[config.mk]
export PLATFORM = sky130hd
export DESIGN_NAME = dec_queue
export DESIGN_NICKNAME = d
export VERILOG_FILES = /design/src/rtl/dec_queue_pkg.sv /design/src/rtl/dec_queue_fifo.sv /design/src/rtl/dec_queue.sv
export SDC_FILE = /design/constraint.sdc
export NUM_CORES = 1
export LEC_CHECK = 0
export ABC_AREA = 1
export CAP_MARGIN = 10
export CORE_AREA = 2 2 128 179
export DETAILED_ROUTE_END_ITERATION = 8
export DIE_AREA = 0 0 130 181
export PLACE_DENSITY = 0.87
export SETUP_SLACK_MARGIN = 0.05
export SLEW_MARGIN = 20
export SYNTH_ARGS = -nofsm -noshare
export SYNTH_HDL_FRONTEND = slang
export SYNTH_HIERARCHICAL = 1
export SYNTH_SLANG_ARGS = --single-unit
[constraint.sdc]
create_clock -name s_clk_i -period 16.1 [get_ports s_clk_i]
set_clock_uncertainty 0.1 [all_clocks]
set_input_delay 3.22 -clock s_clk_i [delete_from_list [all_inputs] [get_ports s_clk_i]]
set_output_delay 3.22 -clock s_clk_i [all_outputs]
set_load 0.01 [all_outputs]
[src/rtl/dec_queue_pkg.sv]
// Shared decode types for the decode stage: dec_entry layout, misconduct codes,
// queue state and the per-lane instruction decoder (package p_hardisc).
package p_hardisc;

  typedef logic [3:0] f_part;   // {funct7[5], funct3}
  typedef logic [4:0] rf_add;
  typedef logic [2:0] sctrl;    // operand sources: {imm, rs2, rs1}
  typedef logic [7:0] ictrl;    // unit / side-effect flags
  typedef logic [2:0] imiscon;

  localparam imiscon IMISCON_FREE = 3'd0;  // no misconduct
  localparam imiscon IMISCON_FERR = 3'd1;  // fetch error
  localparam imiscon IMISCON_MISA = 3'd2;  // alignment error
  localparam imiscon IMISCON_ILLE = 3'd3;  // illegal encoding
  localparam imiscon IMISCON_DSCR = 3'd4;  // prediction on a non-control-flow instr

  localparam int SC_RS1 = 0, SC_RS2 = 1, SC_IMM = 2;
  localparam int IC_ALU = 0, IC_LOAD = 1, IC_STORE = 2, IC_BRANCH = 3,
                 IC_JUMP = 4, IC_SYS = 5, IC_RDW = 6, IC_PC = 7;

  localparam logic [6:0] OPC_LUI = 7'h37, OPC_AUIPC = 7'h17, OPC_JAL = 7'h6f,
                         OPC_JALR = 7'h67, OPC_BRANCH = 7'h63, OPC_LOAD = 7'h03,
                         OPC_STORE = 7'h23, OPC_OPIMM = 7'h13, OPC_OP = 7'h33,
                         OPC_FENCE = 7'h0f, OPC_SYSTEM = 7'h73;

  typedef struct packed {
    logic [20:0] payload;   // immediate, sign-extended to 21 bits (U-type: imm[31:12])
    f_part       f;
    rf_add       rs1;
    rf_add       rs2;
    rf_add       rd;
    sctrl        sc;
    ictrl        ic;
    imiscon      mis;
  } dec_entry;

  typedef enum logic {DQ_RUN, DQ_HALT} dq_state;

  // RV32I decoder. A misconducting instruction carries no register operands so
  // nothing downstream can touch the register file on its behalf.
  function automatic dec_entry decode(input logic [31:0] ins, input logic [2:0] ferr,
                                      input logic aerr, input logic pred);
    dec_entry e;
    logic     ill, cfi;
    logic [20:0] imm_i;
    e     = '0;
    ill   = 1'b0;
    cfi   = 1'b0;
    imm_i = {{9{ins[31]}}, ins[31:20]};
    e.f   = {ins[30], ins[14:12]};
    case (ins[6:0])
      OPC_LUI:    begin e.payload = {1'b0, ins[31:12]}; e.sc[SC_IMM] = 1'b1;
                        e.ic[IC_ALU] = 1'b1; e.ic[IC_RDW] = 1'b1; end
      OPC_AUIPC:  begin e.payload = {1'b0, ins[31:12]}; e.sc[SC_IMM] = 1'b1;
                        e.ic[IC_ALU] = 1'b1; e.ic[IC_RDW] = 1'b1; e.ic[IC_PC] = 1'b1; end
      OPC_JAL:    begin e.payload = {ins[31], ins[19:12], ins[20], ins[30:21], 1'b0};
                        e.ic[IC_JUMP] = 1'b1; e.ic[IC_RDW] = 1'b1; e.ic[IC_PC] = 1'b1; cfi = 1'b1; end
      OPC_JALR:   begin e.payload = imm_i; e.sc[SC_RS1] = 1'b1;
                        e.ic[IC_JUMP] = 1'b1; e.ic[IC_RDW] = 1'b1; cfi = 1'b1; end
      OPC_BRANCH: begin e.payload = {{8{ins[31]}}, ins[31], ins[7], ins[30:25], ins[11:8], 1'b0};
                        e.sc[SC_RS1] = 1'b1; e.sc[SC_RS2] = 1'b1;
                        e.ic[IC_BRANCH] = 1'b1; e.ic[IC_PC] = 1'b1; cfi = 1'b1; end
      OPC_LOAD:   begin e.payload = imm_i; e.sc[SC_RS1] = 1'b1;
                        e.ic[IC_LOAD] = 1'b1; e.ic[IC_RDW] = 1'b1; end
      OPC_STORE:  begin e.payload = {{9{ins[31]}}, ins[31:25], ins[11:7]};
                        e.sc[SC_RS1] = 1'b1; e.sc[SC_RS2] = 1'b1; e.ic[IC_STORE] = 1'b1; end
      OPC_OPIMM:  begin e.payload = imm_i; e.sc[SC_RS1] = 1'b1; e.sc[SC_IMM] = 1'b1;
                        e.ic[IC_ALU] = 1'b1; e.ic[IC_RDW] = 1'b1; end
      OPC_OP:     begin e.sc[SC_RS1] = 1'b1; e.sc[SC_RS2] = 1'b1;
                        e.ic[IC_ALU] = 1'b1; e.ic[IC_RDW] = 1'b1;
                        ill = (ins[31:25] != 7'h00) && (ins[31:25] != 7'h20); end
      OPC_FENCE:  begin e.payload = imm_i; e.ic[IC_SYS] = 1'b1; end
      OPC_SYSTEM: begin e.payload = imm_i; e.sc[SC_RS1] = 1'b1; e.ic[IC_SYS] = 1'b1; end
      default:    ill = 1'b1;
    endcase
    e.rs1 = e.sc[SC_RS1] ? ins[19:15] : '0;
    e.rs2 = e.sc[SC_RS2] ? ins[24:20] : '0;
    e.rd  = e.ic[IC_RDW] ? ins[11:7]  : '0;
    // Earliest pipeline fault wins.
    if (ferr != 3'd0)      e.mis = IMISCON_FERR;
    else if (aerr)         e.mis = IMISCON_MISA;
    else if (ill)          e.mis = IMISCON_ILLE;
    else if (pred && !cfi) e.mis = IMISCON_DSCR;
    if (e.mis != IMISCON_FREE) begin
      e.rs1 = '0;
      e.rs2 = '0;
      e.rd  = '0;
      e.ic  = '0;
    end
    return e;
  endfunction

endpackage

[src/rtl/dec_queue_fifo.sv]
// dec_fifo: circular buffer of dec_entry with LANES write ports (first wr_num_i
// slots of wr_data_i are written in order) and one read port, plus flush.
module dec_fifo import p_hardisc::*; #(
  parameter int LANES = 2,
  parameter int DEPTH = 4
) (
  input  logic                         clk_i,
  input  logic                         reset_i,
  input  logic                         flush_i,
  input  logic [$clog2(LANES+1)-1:0]   wr_num_i,
  input  dec_entry [LANES-1:0]         wr_data_i,
  input  logic                         rd_i,
  output dec_entry                     head_o,
  output logic [$clog2(DEPTH):0]       count_o
);
  localparam int AW = $clog2(DEPTH);
  localparam int CW = AW + 1;
  localparam int NW = $clog2(LANES + 1);

  dec_entry        mem_q [DEPTH];
  logic [AW-1:0]   wptr_q, rptr_q;
  logic [CW-1:0]   count_q, count_d;
  logic            rd_en;

  assign rd_en   = rd_i && (count_q != '0);
  assign count_d = count_q + CW'(wr_num_i) - CW'(rd_en);

  // Storage: write the accepted slots at consecutive addresses from wptr.
  always_ff @(posedge clk_i) begin
    if (!reset_i && !flush_i)
      for (int k = 0; k < LANES; k++)
        if (NW'(k) < wr_num_i) mem_q[wptr_q + AW'(k)] <= wr_data_i[k];
  end

  // Pointers and occupancy; flush and reset both empty the buffer.
  always_ff @(posedge clk_i) begin
    if (reset_i || flush_i) begin
      wptr_q  <= '0;
      rptr_q  <= '0;
      count_q <= '0;
    end else begin
      wptr_q  <= wptr_q + AW'(wr_num_i);
      rptr_q  <= rptr_q + AW'(rd_en);
      count_q <= count_d;
    end
  end

  assign head_o  = (count_q != '0) ? mem_q[rptr_q] : '0;
  assign count_o = count_q;

endmodule

[src/rtl/dec_queue.sv]
// dec_queue: parallel decode of up to LANES aligned instructions into an
// in-order decoded-instruction FIFO; halts input after a misconducting entry.
// Optional macro DEC_QUEUE_BYPASS_EN: zero-latency path from lane 0 to the head
// when the queue is empty.
module dec_queue import p_hardisc::*; #(
  parameter int LANES = 2,
  parameter int DEPTH = 4
) (
  input  logic                         s_clk_i,
  input  logic                         s_reset_i,
  input  logic                         s_flush_i,
  input  logic [LANES-1:0]             s_in_valid_i,
  input  logic [LANES-1:0][31:0]       s_instr_i,
  input  logic [LANES-1:0][2:0]        s_fetch_error_i,
  input  logic [LANES-1:0]             s_align_error_i,
  input  logic [LANES-1:0]             s_prediction_i,
  output logic                         s_ready_o,
  output logic [$clog2(LANES+1)-1:0]   s_accepted_o,
  output logic                         s_valid_o,
  input  logic                         s_pop_i,
  output logic [20:0]                  s_payload_o,
  output f_part                        s_f_o,
  output rf_add                        s_rs1_o,
  output rf_add                        s_rs2_o,
  output rf_add                        s_rd_o,
  output sctrl                         s_sctrl_o,
  output ictrl                         s_ictrl_o,
  output imiscon                       s_imiscon_o,
  output logic                         s_halted_o
);
  localparam int CW = $clog2(DEPTH) + 1;
  localparam int NW = $clog2(LANES + 1);

  dq_state              state_q, state_d;
  dec_entry [LANES-1:0] dec, wr_data;
  dec_entry             fifo_head, head;
  logic [LANES-1:0]     take;
  logic [NW-1:0]        n_take, acc, wr_num;
  logic [CW-1:0]        count;
  logic                 push_ok, mis_acc, byp, byp_pop;

  for (genvar l = 0; l < LANES; l++) begin : g_dec
    assign dec[l] = decode(s_instr_i[l], s_fetch_error_i[l], s_align_error_i[l], s_prediction_i[l]);
  end

  // Contiguous valid prefix, cut after the first misconducting lane.
  always_comb begin
    logic chain;
    chain   = 1'b1;
    take    = '0;
    n_take  = '0;
    mis_acc = 1'b0;
    for (int l = 0; l < LANES; l++) begin
      take[l] = chain && s_in_valid_i[l];
      chain   = take[l] && (dec[l].mis == IMISCON_FREE);
      n_take  = n_take + NW'(take[l]);
      mis_acc = mis_acc || (take[l] && (dec[l].mis != IMISCON_FREE));
    end
  end

  assign s_ready_o    = (state_q == DQ_RUN) && (count <= CW'(DEPTH - LANES));
  assign push_ok      = s_ready_o && !s_flush_i && !s_reset_i;
  assign acc          = push_ok ? n_take : '0;
  assign s_accepted_o = acc;

`ifdef DEC_QUEUE_BYPASS_EN
  // Lane 0 goes straight to issue when nothing is queued ahead of it; if it is
  // popped at once it never enters storage.
  assign byp     = (count == '0) && push_ok && take[0];
  assign byp_pop = byp && s_pop_i;
`else
  assign byp     = 1'b0;
  assign byp_pop = 1'b0;
`endif

  assign wr_num = acc - NW'(byp_pop);

  for (genvar k = 0; k < LANES; k++) begin : g_wr
    if (k + 1 < LANES) begin : g_sh
      assign wr_data[k] = byp_pop ? dec[k+1] : dec[k];
    end else begin : g_last
      assign wr_data[k] = dec[k];
    end
  end

  dec_fifo #(.LANES(LANES), .DEPTH(DEPTH)) u_fifo (
    .clk_i     (s_clk_i),
    .reset_i   (s_reset_i),
    .flush_i   (s_flush_i),
    .wr_num_i  (wr_num),
    .wr_data_i (wr_data),
    .rd_i      (s_pop_i),
    .head_o    (fifo_head),
    .count_o   (count)
  );

  // State register: flush or reset always return to RUN.
  always_ff @(posedge s_clk_i) begin
    if (s_reset_i || s_flush_i) state_q <= DQ_RUN;
    else                        state_q <= state_d;
  end

  // Next state: enter HALT once a misconducting lane is written.
  always_comb begin
    state_d = state_q;
    if (state_q == DQ_RUN && push_ok && mis_acc) state_d = DQ_HALT;
  end

  assign s_halted_o  = (state_q == DQ_HALT);
  assign s_valid_o   = (count != '0) || byp;
  assign head        = byp ? dec[0] : fifo_head;
  assign s_payload_o = head.payload;
  assign s_f_o       = head.f;
  assign s_rs1_o     = head.rs1;
  assign s_rs2_o     = head.rs2;
  assign s_rd_o      = head.rd;
  assign s_sctrl_o   = head.sc;
  assign s_ictrl_o   = head.ic;
  assign s_imiscon_o = head.mis;

endmodule
# Yosys cells after proc, flatten, opt, wreduce, memory -nomap -nowiden
# Memories as Yosys holds them, arrays and structs flattened. A register that Yosys moved wholly into a read port is not among the register bits.
# Cells that the tools add are included.
[op_classes]
n_addsub = 6
order_cmp = 3
eq_ne = 24
n_mux = 55
n_bitwise = 1
reduce_logical = 53
[ops]
columns = ["cell", "count"]
rows = [
  ["one-hot mux 21 bit (5 select lines)", 2],
  ["equality test 7 bit (second input constant)", 8],
  ["two-way mux 54 bit", 1],
  ["equality test 7 x 6 -> 1 bit (second input constant)", 6],
  ["two-way mux 1 bit", 30],
  ["two-way mux 15 bit", 2],
  ["two-way mux 5 bit", 6],
  ["equality test 7 x 5 -> 1 bit (second input constant)", 4],
  ["OR reduction 7 bit", 4],
  ["two-way mux 3 bit", 8],
  ["OR reduction 3 bit", 8],
  ["OR reduction 10 bit", 2],
  ["two-way mux 8 bit", 2],
  ["logical AND 1 bit", 15],
  ["nonzero test 3 bit", 5],
  ["equality test 7 x 2 -> 1 bit (second input constant)", 2],
  ["equality test 7 x 4 -> 1 bit (second input constant)", 2],
  ["!= test 7 x 6 -> 1 bit (second input constant)", 2],
  ["nonzero test 7 bit", 2],
  ["OR reduction 2 bit", 6],
  ["OR reduction 5 bit", 2],
  ["OR reduction 4 bit", 2],
  ["logical NOT 1 bit", 4],
  ["< comparator 1 x 2 -> 1 bit (first input constant)", 2],
  ["12 further kinds", 15],
]
[word_totals]
register_bits = 8
ramBits = 216
output_inout_bits = 59
wordCells = 147
memories = 1
[memory_table]
columns = ["memory", "depth", "word_bits", "read_ports", "rd_ports_with_merged_regs", "wr", "line_no", "text"]
rows = [
  ["u_fifo.mem_q", 4, 54, 1, 1, 2, "dec_queue_fifo.sv:20", "dec_entry mem_q [DEPTH];"],
]

# Logic depth before layout (Yosys ltp)
[depth]
depth_word = 18
ltp_mapped = 22
ltp_nobuf = 20

# Modules after synthesis
# Netlist, hierarchy kept.
[by_module_without_submodules]
columns = ["mod", "instances", "cells_per_inst", "area_per_inst_um2", "seq_area_each_um2"]
rows = [
  ["dec_fifo", 1, 1233, 11148.2, 6626.4],
  ["dec_queue", 1, 374, 1824.2, 20.0],
]

# Least setup slack after synthesis
# No wires, ideal clock.
[synth_timing]
path_kind = "input -> register"
startpoint = "input port s_instr_i[1] in the netlist's numbering"
endpoint = "memory u_fifo/mem_q[0][0] in the netlist's numbering (enable)"
setup_time_ns = 0.541
arrival_ns = 8.997
t_required_ns = 15.459
path_slack_ns = 6.463
cell_stages = 15
cell_sequence = "nand2_2 nor2_4 nand2_2 nand2_2 nor2_2 nand2_2 nand4_2 buf_6 buf_6 nor2_1 ha_1 inv_1 nor2_1 o21ai_0 o21ai_0"
[synth_lines]
columns = ["element", "line_no", "text"]
rows = [
  ["from (decl)", "dec_queue.sv:13", "input logic [LANES-1:0][31:0] s_instr_i,"],
  ["to (decl)", "dec_queue_fifo.sv:20", ""],
]

# Worst setup path in the final report
[layout_timing]
startpoint = "input port s_instr_i[2] in the netlist's numbering"
endpoint = "output port s_accepted_o[1]"
[layout_via]
elab_chain_len = 14
[layout_rtl]
columns = ["element", "line_no", "text"]
rows = [
  ["equality test 7 bit", "dec_queue_pkg.sv:51", "case (ins[6:0])"],
  ["OR reduction 3 bit (no source line)", "n/a", ""],
  ["two-way mux 1 bit", "dec_queue_pkg.sv:51", ""],
  ["logical NOT 1 bit", "dec_queue_pkg.sv:83", "else if (pred && !cfi) e.mis = IMISCON_DSCR;"],
  ["logical AND 1 bit", "dec_queue_pkg.sv:83", ""],
  ["two-way mux 3 bit", "dec_queue_pkg.sv:83", ""],
  ["two-way mux 3 bit (*)", "dec_queue_pkg.sv:82", "else if (ill) e.mis = IMISCON_ILLE;"],
  ["two-way mux 3 bit (*)", "dec_queue_pkg.sv:81", "else if (aerr) e.mis = IMISCON_MISA;"],
  ["two-way mux 3 bit (*)", "dec_queue_pkg.sv:80", "if (ferr != 3'd0) e.mis = IMISCON_FERR;"],
  ["logical NOT 3 bit (*)", "dec_queue.sv:55", "chain = take[l] && (dec[l].mis == IMISCON_FREE);"],
  ["logical AND 1 bit (*)", "dec_queue.sv:55", ""],
  ["logical AND 1 bit (*)", "dec_queue.sv:54", "take[l] = chain && s_in_valid_i[l];"],
  ["adder 1 x 1 -> 2 bit (*)", "dec_queue.sv:56", "n_take = n_take + NW'(take[l]);"],
  ["two-way mux 2 bit (*)", "dec_queue.sv:63", "assign acc = push_ok ? n_take : '0;"],
  ["to (decl)", "dec_queue.sv:18", "output logic [$clog2(LANES+1)-1:0] s_accepted_o,"],
]
# Mark *: on every way between the ends. The rest lies on a longest branch, timed or not.

==> results.sh <==
export IMPL_switching_share=0.2235
export IMPL_ios=139
export IMPL_start_kind="input port"
export IMPL_slew_viol_final=0
export IMPL_synth_edf_count=216
export IMPL_r2r_end="u_fifo/mem_q[2][20]"
export IMPL_powerDensity_nw_per_um2=84.10
export IMPL_worstMarginPinSlew_ns=1.159
export IMPL_crit_path_cell_trace="clkdlybuf4s50_1 -> nand2_1 -> nor2_4 -> nand2_2 -> nand2_2 -> nor2_2 -> nand2_2 -> nand4_2 -> nor2_1 -> ha_1 -> inv_1 -> nor2_1 -> clkdlybuf4s50_1"
export IMPL_critPathKind="in -> out"
export IMPL_max_freq_mhz=98.72
export IMPL_worstHoldStart="s_halted_o"
export IMPL_syn_area_per_cell_um2=8.072
export IMPL_cts_buffers=21
export IMPL_setup_viol=0
export IMPL_ctsHoldBuffers=0
export IMPL_cts_resized_gates=0
export IMPL_nets=1776
export IMPL_clock_latency_ns=0.50
export IMPL_slowest_delay_ns=0.65
export IMPL_rr_startpoint="u_fifo/count_o[1]"
export IMPL_dp_cells=1965
export IMPL_htreeDepth=1
export IMPL_cts_tree="done"
export IMPL_layout_common_cells="335 x nand2_1, 284 x nor2_1, 269 x o21ai_0"
export IMPL_firstDrtPassIters=6
export IMPL_clockBufferDepth=3
export IMPL_synth_cell_type_count=39
export IMPL_vdd_drop_max_uv=62.94
export IMPL_dp_hpwl_um=25360
export IMPL_finalCriticalPeriod_ns=10.13
export IMPL_core_area_um2=21860
export IMPL_ys_seq_elements=224
export IMPL_hold_viol=0
export IMPL_diodes=0
export IMPL_cp_end_kind="output port"
export IMPL_finalPower_uw=1275
export IMPL_start_util=0.5934
export IMPL_hold_path_class="reg -> reg"
export IMPL_rsz0062_at_grt="false"
export IMPL_p_leak_uw=0.005351
export IMPL_multiInputGateArea_um2=5375
export IMPL_r2r_slack_ns=12.82
export IMPL_syn_nets=1692
export IMPL_setup_tns_ns=0
export IMPL_io_buffer_count=138
export IMPL_p_clk_frac=0.409
export IMPL_critPathMostFrequentCell="nand2_2"
export IMPL_drtAntennaViolNets=0
export IMPL_synth_top_area_cell="edfxtp_1"
export IMPL_dr_first_iter_drc_count=1587
export IMPL_syn_inst=1607
export IMPL_synth_top_cell_area_share=0.5000
export IMPL_wire_per_inst_um=19.68
export IMPL_grt_pass1_vias=11748
export IMPL_worstPathRequired_ns=12.78
export IMPL_layout_commonest_cell="nand2_1"
export IMPL_syn_to_final_growth_pct=16.83
export IMPL_clock_tree_root_cell="clkbuf_16"
export IMPL_ys_top_cells_by_area="edfxtp_1 50%, o21ai_0 11%, nand2_1 9.7%, nor2_1 8.2%, inv_1 4.0%"
export IMPL_final_cells=2002
export IMPL_ff2ff_path_depth=10
export IMPL_cts_sinks=224
export IMPL_drc=0
export IMPL_grt_max_degree=110
export IMPL_fp_dieW_um=130
export IMPL_cp_data_arrival_time_ns=6.81
export IMPL_vias_per_cell=6.003
export IMPL_ys_seq_area_frac=0.5123
export IMPL_final_period_utilization=0.6292
export IMPL_grt_pass1_wl_um=61050
export IMPL_whs_path_depth=2
export IMPL_fillers=1701
export IMPL_antenna_found_initial=0
export IMPL_rows=64
export IMPL_min_to="s_halted_o"
export IMPL_cts_setup_buffers=0
export IMPL_power_frac_seq=0.499
export IMPL_internal_power_uw=989.7
export IMPL_regArea_um2=6651
export IMPL_grt_usage=0.3361
export IMPL_comb_power_share=0.092
export IMPL_switching_power_uw=284.9
export IMPL_drive_gt1_frac=0.07097
export IMPL_totalWireLength_um=39400
export IMPL_synth_ff_type="edfxtp_1"
export IMPL_critPathMaxFanout=20
export IMPL_drv_cap=0
export IMPL_gp_congestion=0.9804
export IMPL_maxSlewHeadroom=0.2270
export IMPL_clk_pin_slew_ns=0.06
export IMPL_syn_cell_area_um2=12970
export IMPL_yosys_warnings=6
export IMPL_vias=12018
export IMPL_run_status="complete, no violations"
export IMPL_grt_overflow_total=0
export IMPL_cpMaxStageDelayCell="clkdlybuf4s50_1"
export IMPL_async_flop_share=0
export IMPL_die_area_um2=23530
export IMPL_die_h_um=181
kinds of logic (layout without fill, tap and decap cells):
group / after synthesis / after routing / share of synthesized area
AO/OA/AOI/OAI: 434 / 434 / 0.1798
XOR/XNOR: 2 / 2 / 0.001351
adder cells (fa/ha/maj): 5 / 5 / 0.005401
buffers and inverters: 240 / 338 / 0.07678
flip-flops: 224 / 224 / 0.5123
AND/OR/NAND/NOR: 702 / 702 / 0.2243
how the worst max path moves through the flow:
stage	start	to	cells past startpoint
5_1_grt	s_instr_i[0]	s_accepted_o[1]	13
4_1_cts	s_instr_i[2]	s_accepted_o[1]	13
2_1_floorplan	s_instr_i[1]	u_fifo/mem_q[0][0]	15
6_report	s_instr_i[2]	s_accepted_o[1]	13
3_3_place_gp	s_instr_i[2]	s_accepted_o[1]	13
3_5_place_dp	s_instr_i[2]	s_accepted_o[1]	13
cells in the mapped netlist (2+ instances only):
| cell | instances |
|---|---|
| o21ai_2 | 16 |
| nor3_1 | 13 |
| a21oi_2 | 3 |
| inv_2 | 10 |
| buf_2 | 22 |
| nand4_4 | 2 |
| nor2_4 | 5 |
| o221ai_1 | 4 |
| nor2_1 | 284 |
| dfxtp_1 | 8 |
| xor2_1 | 2 |
| o22ai_1 | 8 |
| nand3_2 | 2 |
| a21oi_1 | 62 |
| o2111ai_1 | 8 |
| clkbuf_1 | 56 |
| nand2_4 | 3 |
| nand4_1 | 12 |
| nand2_2 | 10 |
| nand2_1 | 335 |
| nor3_2 | 2 |
| edfxtp_1 | 216 |
| inv_1 | 139 |
| ha_1 | 4 |
| nor2_2 | 13 |
| nand3_1 | 17 |
| buf_6 | 9 |
| o21ai_1 | 51 |
| o21ai_0 | 274 |
| o211ai_1 | 6 |
| buf_1 | 3 |
registers in the layout (all words and copies together) (netlist names):
signal	cells
u_fifo/mem_q	216
u_fifo/count_o	3
u_fifo/rptr_q	2
u_fifo/wptr_q	2
s_halted_o	1
metal layers:
metal	routed length (µm)	track usage	part of all wire	vias to the layer above
met3	4023	0.04797	0.10	179
met1	14050	0.4290	0.36	5505
met2	19100	0.5455	0.48	790
met4	2225	0.1901	0.056	0
met5	0	0	0	-
li1	-	-	-	5544
through the flow:
| step | util | worst slack [ns] | hold WS, ns | area, µm² |
|---|---|---|---|---|
| global route | 0.6933 | 5.802 | 0.4170 | 15160 |
| detailed placement | 0.6606 | 6.016 | 0.3744 | 14440 |
| floorplan | - | 6.463 | 0.3848 | 12970 |
| global placement | 0.6606 | 6.144 | 0.3647 | 14440 |
| CTS | 0.6931 | 6.016 | 0.3847 | 15150 |
| finish | 0.6933 | 5.970 | 0.3811 | 15160 |
power by group through the flow:
| stage | logic, µW | clock network, µW | registers, µW |
|---|---|---|---|
| after CTS | 115 | 521 | 637 |
| after global placement | 113 | 0 | 649 |
| after global routing | 125 | 542 | 637 |
| after detailed placement | 114 | 0 | 649 |
| final | 117 | 521 | 637 |
| after floorplan | 49.3 | 0 | 649 |
worst max-delay path: cells and delay by family:
kind                     cells  cell delay [ns]
adder cells (fa/ha/maj)      1             0.18
AND/OR/NAND/NOR              9             2.18
buffers and inverters        3             1.21
layout make-up:
cell class	count	share of cell area
Sequential cell	224	0.4389
Clock inverter	14	0.01172
Timing Repair Buffer	151	0.09783
Inverter	150	0.03723
Clock buffer	23	0.03517
Tap cell	297	0.02452
Multi-Input combinational cell	1143	0.3547
Note: power is estimated with default switching activity, not from simulation.
